## src/rtl/writeback_sel_pipe_if.sv

```systemverilog
// writeback_sel_pipe_if: instruction/operand inputs, external-input handshake
// and the valid/ready write-back output of the write-back selector.
interface writeback_sel_pipe_if #(
    parameter int WIDTH = 4
);
    logic             in_valid;
    logic             in_ready;
    logic [7:0]       order;
    logic [WIDTH-1:0] bc;
    logic [WIDTH-1:0] add;
    logic [WIDTH-1:0] subc;
    logic [WIDTH-1:0] reg_src;
    logic [WIDTH-1:0] ext;
    logic             ext_valid;
    logic             ext_ack;
    logic             out_valid;
    logic             out_ready;
    logic [WIDTH-1:0] wb_data;
    logic [2:0]       out_src;
    logic             out_err;

    // Upstream / register-file side: drives instructions, operands and EXT
    modport master (
        output in_valid, order, bc, add, subc, reg_src, ext, ext_valid, out_ready,
        input  in_ready, ext_ack, out_valid, wb_data, out_src, out_err
    );

    // Selector side
    modport slave (
        input  in_valid, order, bc, add, subc, reg_src, ext, ext_valid, out_ready,
        output in_ready, ext_ack, out_valid, wb_data, out_src, out_err
    );
endinterface

```

## src/rtl/writeback_sel_pipe.sv

```systemverilog
// writeback_sel_pipe: registered write-back data selector. Decodes the 8-bit
// instruction, picks the result source, and holds it in a valid/ready output
// stage. External-input instructions stall on ext_valid/ext_ack, with an
// optional timeout that completes with an error and zero data.
module writeback_sel_pipe #(
    parameter int WIDTH       = 4,
    parameter int EXT_TIMEOUT = 0
) (
    input logic                clk,
    input logic                reset,
    writeback_sel_pipe_if.slave bus
);

    localparam int CW = (EXT_TIMEOUT == 0) ? 1 : $clog2(EXT_TIMEOUT + 1);
    localparam logic [CW-1:0] TMAX = CW'(EXT_TIMEOUT);

    localparam logic [2:0] SRC_BC   = 3'd0;
    localparam logic [2:0] SRC_ADD  = 3'd1;
    localparam logic [2:0] SRC_SUBC = 3'd2;
    localparam logic [2:0] SRC_EXT  = 3'd3;
    localparam logic [2:0] SRC_REG  = 3'd4;
    localparam logic [2:0] SRC_IMM  = 3'd5;

    typedef enum logic [1:0] {
        IDLE,
        WAIT_EXT,
        HOLD
    } state_t;

    state_t           state, state_n;
    logic [WIDTH-1:0] data_q, data_n;
    logic [2:0]       src_q, src_n;
    logic             err_q, err_n;
    logic [CW-1:0]    cnt_q, cnt_n;
    logic [CW-1:0]    cnt_inc;

    logic             dec_ext;
    logic [2:0]       dec_src;
    logic [WIDTH-1:0] sel_data;
    logic             accept;

    assign bus.in_ready  = (state == IDLE) | ((state == HOLD) & bus.out_ready);
    assign bus.ext_ack   = (state == WAIT_EXT) & bus.ext_valid;
    assign bus.out_valid = (state == HOLD);
    assign bus.wb_data   = data_q;
    assign bus.out_src   = src_q;
    assign bus.out_err   = err_q;

    assign accept  = bus.in_valid & bus.in_ready;
    assign cnt_inc = cnt_q + 1'b1;

    // Decode the opcode into a source code and pick the matching operand
    always_comb begin
        dec_ext  = 1'b0;
        dec_src  = SRC_BC;
        sel_data = '0;
        case (bus.order[7:6])
            2'b11: dec_src = SRC_REG;
            2'b10: dec_src = SRC_IMM;
            2'b00: dec_src = SRC_BC;
            default: begin
                if (!bus.order[5]) begin
                    dec_src = SRC_ADD;
                end else if (!bus.order[4]) begin
                    dec_src = SRC_SUBC;
                end else if (!bus.order[3]) begin
                    dec_src = SRC_EXT;
                    dec_ext = 1'b1;
                end else begin
                    dec_src = SRC_REG;
                end
            end
        endcase
        case (dec_src)
            SRC_BC:   sel_data = bus.bc;
            SRC_ADD:  sel_data = bus.add;
            SRC_SUBC: sel_data = bus.subc;
            SRC_REG:  sel_data = bus.reg_src;
            SRC_IMM:  sel_data = WIDTH'(bus.order[5:2]);
            default:  sel_data = '0;
        endcase
    end

    // Next-state and next-result logic; results only change on a load or EXT completion
    always_comb begin
        state_n = state;
        data_n  = data_q;
        src_n   = src_q;
        err_n   = err_q;
        cnt_n   = cnt_q;
        case (state)
            WAIT_EXT: begin
                if (bus.ext_valid) begin
                    state_n = HOLD;
                    data_n  = bus.ext;
                    src_n   = SRC_EXT;
                    err_n   = 1'b0;
                end else if (EXT_TIMEOUT != 0) begin
                    if (cnt_q < TMAX) begin
                        cnt_n = cnt_inc;
                    end
                    if (cnt_inc >= TMAX) begin
                        state_n = HOLD;
                        data_n  = '0;
                        src_n   = SRC_EXT;
                        err_n   = 1'b1;
                    end
                end
            end
            default: begin
                if ((state == HOLD) && bus.out_ready) begin
                    state_n = IDLE;
                end
                if (accept) begin
                    if (dec_ext) begin
                        state_n = WAIT_EXT;
                        cnt_n   = '0;
                    end else begin
                        state_n = HOLD;
                        data_n  = sel_data;
                        src_n   = dec_src;
                        err_n   = 1'b0;
                    end
                end
            end
        endcase
    end

    // State and result registers with synchronous reset
    always_ff @(posedge clk) begin
        if (reset) begin
            state  <= IDLE;
            data_q <= '0;
            src_q  <= SRC_BC;
            err_q  <= 1'b0;
            cnt_q  <= '0;
        end else begin
            state  <= state_n;
            data_q <= data_n;
            src_q  <= src_n;
            err_q  <= err_n;
            cnt_q  <= cnt_n;
        end
    end

endmodule

```

## src/flat_wrapper.sv

```systemverilog
// flat-port wrapper written by rule: the top's interface ports become plain ports
module writeback_sel_pipe_flat 
#(
    parameter int WIDTH       = 4,
    parameter int EXT_TIMEOUT = 0
)
  (clk, reset, bus_in_valid, bus_order, bus_bc, bus_add, bus_subc, bus_reg_src, bus_ext, bus_ext_valid, bus_out_ready, bus_in_ready, bus_ext_ack, bus_out_valid, bus_wb_data, bus_out_src, bus_out_err);
  writeback_sel_pipe_if #(.WIDTH(WIDTH)) bus_i ();
  input logic clk;
  input logic reset;
  input wire logic [$bits(bus_i.in_valid)-1:0] bus_in_valid;
  input wire logic [$bits(bus_i.order)-1:0] bus_order;
  input wire logic [$bits(bus_i.bc)-1:0] bus_bc;
  input wire logic [$bits(bus_i.add)-1:0] bus_add;
  input wire logic [$bits(bus_i.subc)-1:0] bus_subc;
  input wire logic [$bits(bus_i.reg_src)-1:0] bus_reg_src;
  input wire logic [$bits(bus_i.ext)-1:0] bus_ext;
  input wire logic [$bits(bus_i.ext_valid)-1:0] bus_ext_valid;
  input wire logic [$bits(bus_i.out_ready)-1:0] bus_out_ready;
  output wire logic [$bits(bus_i.in_ready)-1:0] bus_in_ready;
  output wire logic [$bits(bus_i.ext_ack)-1:0] bus_ext_ack;
  output wire logic [$bits(bus_i.out_valid)-1:0] bus_out_valid;
  output wire logic [$bits(bus_i.wb_data)-1:0] bus_wb_data;
  output wire logic [$bits(bus_i.out_src)-1:0] bus_out_src;
  output wire logic [$bits(bus_i.out_err)-1:0] bus_out_err;
  assign bus_i.in_valid = bus_in_valid;
  assign bus_i.order = bus_order;
  assign bus_i.bc = bus_bc;
  assign bus_i.add = bus_add;
  assign bus_i.subc = bus_subc;
  assign bus_i.reg_src = bus_reg_src;
  assign bus_i.ext = bus_ext;
  assign bus_i.ext_valid = bus_ext_valid;
  assign bus_i.out_ready = bus_out_ready;
  assign bus_in_ready = bus_i.in_ready;
  assign bus_ext_ack = bus_i.ext_ack;
  assign bus_out_valid = bus_i.out_valid;
  assign bus_wb_data = bus_i.wb_data;
  assign bus_out_src = bus_i.out_src;
  assign bus_out_err = bus_i.out_err;
  writeback_sel_pipe #(.WIDTH(WIDTH), .EXT_TIMEOUT(EXT_TIMEOUT)) u_core (.clk(clk), .reset(reset), .bus(bus_i));
endmodule
```

## config.mk

```make
export PLATFORM = sky130hd
export DESIGN_NAME = writeback_sel_pipe_flat
export DESIGN_NICKNAME = d
export VERILOG_FILES = /design/src/rtl/writeback_sel_pipe_if.sv /design/src/rtl/writeback_sel_pipe.sv /design/src/flat_wrapper.sv
export SDC_FILE = /design/constraint.sdc
export NUM_CORES = 1
export LEC_CHECK = 0
export BUFFER_PORTS_ARGS = -buffer_cell sky130_fd_sc_hd__buf_4
export CORE_MARGIN = 1.5
export CORE_UTILIZATION = 47
export CTS_BUF_LIST = sky130_fd_sc_hd__clkbuf_8
export CTS_CLUSTER_DIAMETER = 100
export DETAILED_ROUTE_END_ITERATION = 10
export PLACE_DENSITY = 0.86
export SKIP_CTS_REPAIR_TIMING = 1
export SYNTH_ARGS = -nofsm -noshare
export SYNTH_HDL_FRONTEND = slang
export SYNTH_SLANG_ARGS = --single-unit
```

## constraint.sdc

```tcl
create_clock -name clk -period 3.2 [get_ports clk]
set_input_delay 0.48 -clock clk [delete_from_list [all_inputs] [get_ports clk]]
set_output_delay 0.48 -clock clk [all_outputs]
set_load 0.02 [all_outputs]
```

; ---- Yosys cells after proc, flatten, opt, wreduce, memory -nomap -nowiden
; Index checks and enable logic that the tools add are counted.
[totals]
out_inout_bits = 11
rom_bits = 0
word_cells = 53
n_memories = 0
mem_bits_rw = 0
latch_bits = 0
inputBits = 33
regBits = 10
[op_classes]
n_addsub = 0
magnitude_cmp = 0
n_reduce_logical = 9
shift = 0
bitwise_logic = 4
n_mux = 26
n_div = 0
eq_ne = 10
multipliers = 0
[ops]
columns = op, count
row1 = two-way mux 3 bit, 7
row2 = one-hot mux 4 bit (5 select lines), 1
row3 = two-way mux 4 bit, 4
row4 = two-way mux 2 bit, 5
row5 = one-hot mux 3 bit (3 select lines), 1
row6 = two-way mux 1 bit, 8
row7 = == test 2 bit (second input constant), 3
row8 = == test 3 bit (second input constant), 2
row9 = logical NOT 2 bit, 2
row10 = inequality test 2 bit (second input constant), 2
row11 = AND 1 bit, 3
row12 = == test 3 x 1 -> 1 bit (second input constant), 1
row13 = == test 3 x 2 -> 1 bit (second input constant), 1
row14 = logical NOT 3 bit, 1
row15 = AND reduction 3 bit, 1
row16 = nonzero test 3 bit, 1
row17 = OR reduction 3 bit, 1
row18 = == test 2 x 1 -> 1 bit (second input constant), 1
row19 = AND reduction 2 bit, 1
row20 = nonzero test 2 bit, 1
row21 = logical AND 1 bit, 1
row22 = OR 1 bit, 1

; ---- Longest topological paths before layout
[logic_depth]
word_depth = 9
mapped_depth = 6
mapped_depth_nobuf = 5

; ---- Worst setup path after synthesis
; No wires, ideal clock.
[synth_timing]
path_kind = input-to-reg
from = input port bus_order[5]
to = register u_core.data_q[0] (netlist: u_core.bus.wb_data[0])
setup_time_ns = 0.091
path_stages = 6
t_required_ns = 3.109
arrival_ns = 1.635
path_buffers = 2
path_slack_ns = 1.474
cell_sequence = clkbuf_2 > and3b_4 > a2111oi_4 > buf_6 > nor3_1 > a311oi_1
[synth_between]
elab_chain_cells = 7
elab_cells_between_ends = 15
cone_classes = eq/ne (5) / mux (8) / reduce/logical (2)
[synth_lines]
columns = element, line
row1 = start: declaration, flat_wrapper.sv:12  ; input wire logic [$bits(bus_i.order)-1:0] bus_order;
row2 = two-way mux 3 bit, writeback_sel_pipe.sv:62  ; if (!bus.order[5]) begin
row3 = one-hot mux 3 bit (3 select lines), writeback_sel_pipe.sv:57  ; case (bus.order[7:6])
row4 = == test 3 bit (tied with other cells), writeback_sel_pipe.sv:74  ; case (dec_src)
row5 = one-hot mux 4 bit (5 select lines), writeback_sel_pipe.sv:74
row6 = two-way mux 4 bit, writeback_sel_pipe.sv:115  ; if (dec_ext) begin
row7 = two-way mux 4 bit, writeback_sel_pipe.sv:114  ; if (accept) begin
row8 = two-way mux 4 bit, writeback_sel_pipe.sv:91  ; case (state)
row9 = end signal: assignment, writeback_sel_pipe.sv:139  ; data_q <= data_n;
row10 = end: declaration, writeback_sel_pipe.sv:31  ; logic [WIDTH-1:0] data_q, data_n;
; Parallel ways exist; a longest one is shown, timed or not. The select of a mux whose other input is x is not followed.
; A chain may end at the register's enable or synchronous reset.

; ---- Worst setup path after layout
[layout_timing]
from = register u_core.state[0]
to = output port bus_ext_ack
[layout_between]
elab_chain_cells = 2
[layout_lines]
columns = element, line
row1 = start: declaration, writeback_sel_pipe.sv:30  ; state_t state, state_n;
row2 = start signal: assignment, writeback_sel_pipe.sv:138  ; state <= state_n;
row3 = == test 2 x 1 -> 1 bit, writeback_sel_pipe.sv:43  ; assign bus.ext_ack = (state == WAIT_EXT) & bus.ext_valid;
row4 = AND 1 bit, writeback_sel_pipe.sv:43
row5 = end: declaration, flat_wrapper.sv:21  ; output wire logic [$bits(bus_i.ext_ack)-1:0] bus_ext_ack;
; Every way passes these cells.

==> impl_metrics.toml <==
[outcome]
outcome = "finished, final reports clean"

[global_route]
antenna_found_initial = 0
grt_pass1_wl_mm = 3.11
gr-usage-all-layers = 0.226
grt_util_met3 = 0.0478
grt_max_degree = 19
met1_usage = 0.277
grtUsageMet2 = 0.388
gr-max-usage-layer = "met2"
gr-total-overflow = 0
grt_pass1_vias = 712

[yosys]
yosysSeqAreaShare = 0.256
ys_seq_elements = 9
synth_flop_cell = "dfxtp_1"
synthArstFlopShare = 0
syn_avg_cell_area_um2 = 7.99
synth_top_area_cell = "dfxtp_1"
synth_top_cell_area_share = 0.256
synthTopCellsByArea = "dfxtp_1 26%, a311oi_1 6.2%, a21oi_1 5.0%"
ys_top_cells_by_count = "9 x dfxtp_1, 7 x a21oi_1, 7 x nand2_1, 7 x nor3_1, 5 x a311oi_1"
synthesis.area_um2 = 703
yosysUniqueCellTypes = 33
syn_inst = 88
synth_nets = 121
yosysMostFrequentCell = "dfxtp_1"
ys_warn_count = 0
synth_edf_count = 0

[worst_setup_path]
worstPathArrival_ps = 1640
crit_type = "register to primary output"
ff2ff_path_depth = 5
cp.required_ps = 2720
path_max_fanout = 10
r2r_setup_slack_ps = 1420
r2r-start = "u_core.state[0]"
end_kind = "primary output"
startpoint_type = "register"
reg2reg_to = "u_core.bus.wb_data[2]"

[timing]
timing.final.crit_share = 0.663
max_freq_mhz = 472
tns_ps = 0
fin_crit_ps = 2120
finalHoldViolations = 0
drv_slew = 0
rsz0062_at_grt = "false"
holdWs_ps = 482
setup_viol = 0
worstMarginPinSlew_ps = 672
slew_headroom = 0.552
clock_skew_ps = 1.64

[floorplanning]
coreArea_mm2 = 0.00135
start_util = 0.521
ioPinCount = 44
rows = 13
die_w_um = 41.7
dieHeight_um = 41.7
die-area_mm2 = 0.00174

[run]
max_cap_violations = 0

[place]
placed_area_um2 = 980
dp_hpwl_mm = 1.49
place_congestion = 0.776
io_buffers = 40

[detailed_routing]
vias_per_cell = 5.86
first_pass_iters = 4
wl_per_cell_um = 13.8
wl_mm = 1.95
num_vias = 826
antenna_left = 0
drtIter0Drc = 7
drc = 0

[clock_tree]
htreeDepth = 1
cts_root_buffer = "clkbuf_8"
clk-insertion-delay-late_ps = 230
clk_path_buf_depth = 2
cts_tree = "built"
clk_pin_slew_ps = 50
cts_buffers = 3
cts.sinks = 9

[min_path]
min_to = "u_core.state[1]"
worstHoldStart = "reset"
hp-class = "primary input to register"
holdPathStages = 2

[cells_and_area]
final_nets = 160
fillers = 112
drive_gt1_frac = 0.389
stdcell_area_mm2 = 0.00102
syn2layout_area_growth_pct = 45.7
n_antenna_cell = 0

[power]
p_per_area_mw_per_mm2 = 361
ir_drop_v = 0.000190
p_leak_nw = 0.459
==> placed cells by master, fill, tap and decap left out, types with 5 or more instances in the layout <==
| cell | n |
|---|---|
| inv_1 | 5 |
| dfxtp_1 | 9 |
| nor3_1 | 7 |
| a21oi_1 | 7 |
| buf_4 | 40 |
| a311oi_1 | 5 |
| nand2_1 | 7 |
==> worst max-delay path: stages, from the launching register on <==
cell	delay [ps]
dfxtp_1	430
nor2b_1	450
nand2_1	140
clkinv_1	200
buf_4	180
==> state kept, by name, indices dropped and copies added, names as in the netlist <==
name,flops
u_core.state,2
u_core.bus.out_src,3
u_core.bus.wb_data,4
==> area by class of cell <==
cell class | instances | area (um2) | share of cell area
multi-input cells | 68 | 462 | 0.451
clock inverters | 1 | 3.75 | 0.00366
clock buffers | 3 | 41.3 | 0.0403
repair buffers | 40 | 300 | 0.293
flip-flops and latches | 9 | 180 | 0.176
inverters | 5 | 18.8 | 0.0183
well taps | 15 | 18.8 | 0.0183
==> through the flow <==
stage,cells,utilization,power (W),setup slack (ps)
6_report,141,0.759,0.000370,1080
5_1_grt,141,0.759,0.000383,929
4_1_cts,141,0.759,0.000369,1100
3_5_place_dp,137,0.726,0.000241,1170
3_3_place_gp,137,0.726,0.000238,1150
2_1_floorplan,88,-,0.000192,1470
==> power breakdown <==
group	internal [W]	switching, W
combinational	0.0000590	0.0000537
clock	0.0000837	0.0000466
sequential	0.000122	0.00000540
==> how the worst max path moves through the flow <==
| stage | slack, ps | startpoint | endpoint |
|---|---|---|---|
| 2_1_floorplan | 1470 | bus_order[5] | u_core.bus.wb_data[0] |
| 3_5_place_dp | 1170 | bus_order[6] | u_core.bus.wb_data[2] |
| 3_3_place_gp | 1150 | bus_order[6] | u_core.bus.wb_data[2] |
| 6_report | 1080 | u_core.state[0] | bus_ext_ack |
| 4_1_cts | 1100 | u_core.state[0] | bus_ext_ack |
| 5_1_grt | 930 | u_core.state[0] | bus_ext_ack |
==> cell families after synthesis <==
| kind of cell | count (synthesis) | share of synthesized area |
|---|---|---|
| other | 1 | 0.00533 |
| buffers and inverters | 11 | 0.0872 |
| AOI/OAI and AO/OA | 27 | 0.311 |
| DFF | 9 | 0.256 |
| and+or+nand+nor | 40 | 0.340 |
==> layer usage <==
layer | vias to the layer above | part of all wire | wire length [um]
met1 | 375 | 0.41 | 791
li1 | 402 | - | -
met3 | 5 | 0.079 | 154
met4 | 0 | 0.016 | 31
met2 | 44 | 0.50 | 970
met5 | - | 0 | 0
Note: power is estimated with default switching activity, not from simulation.
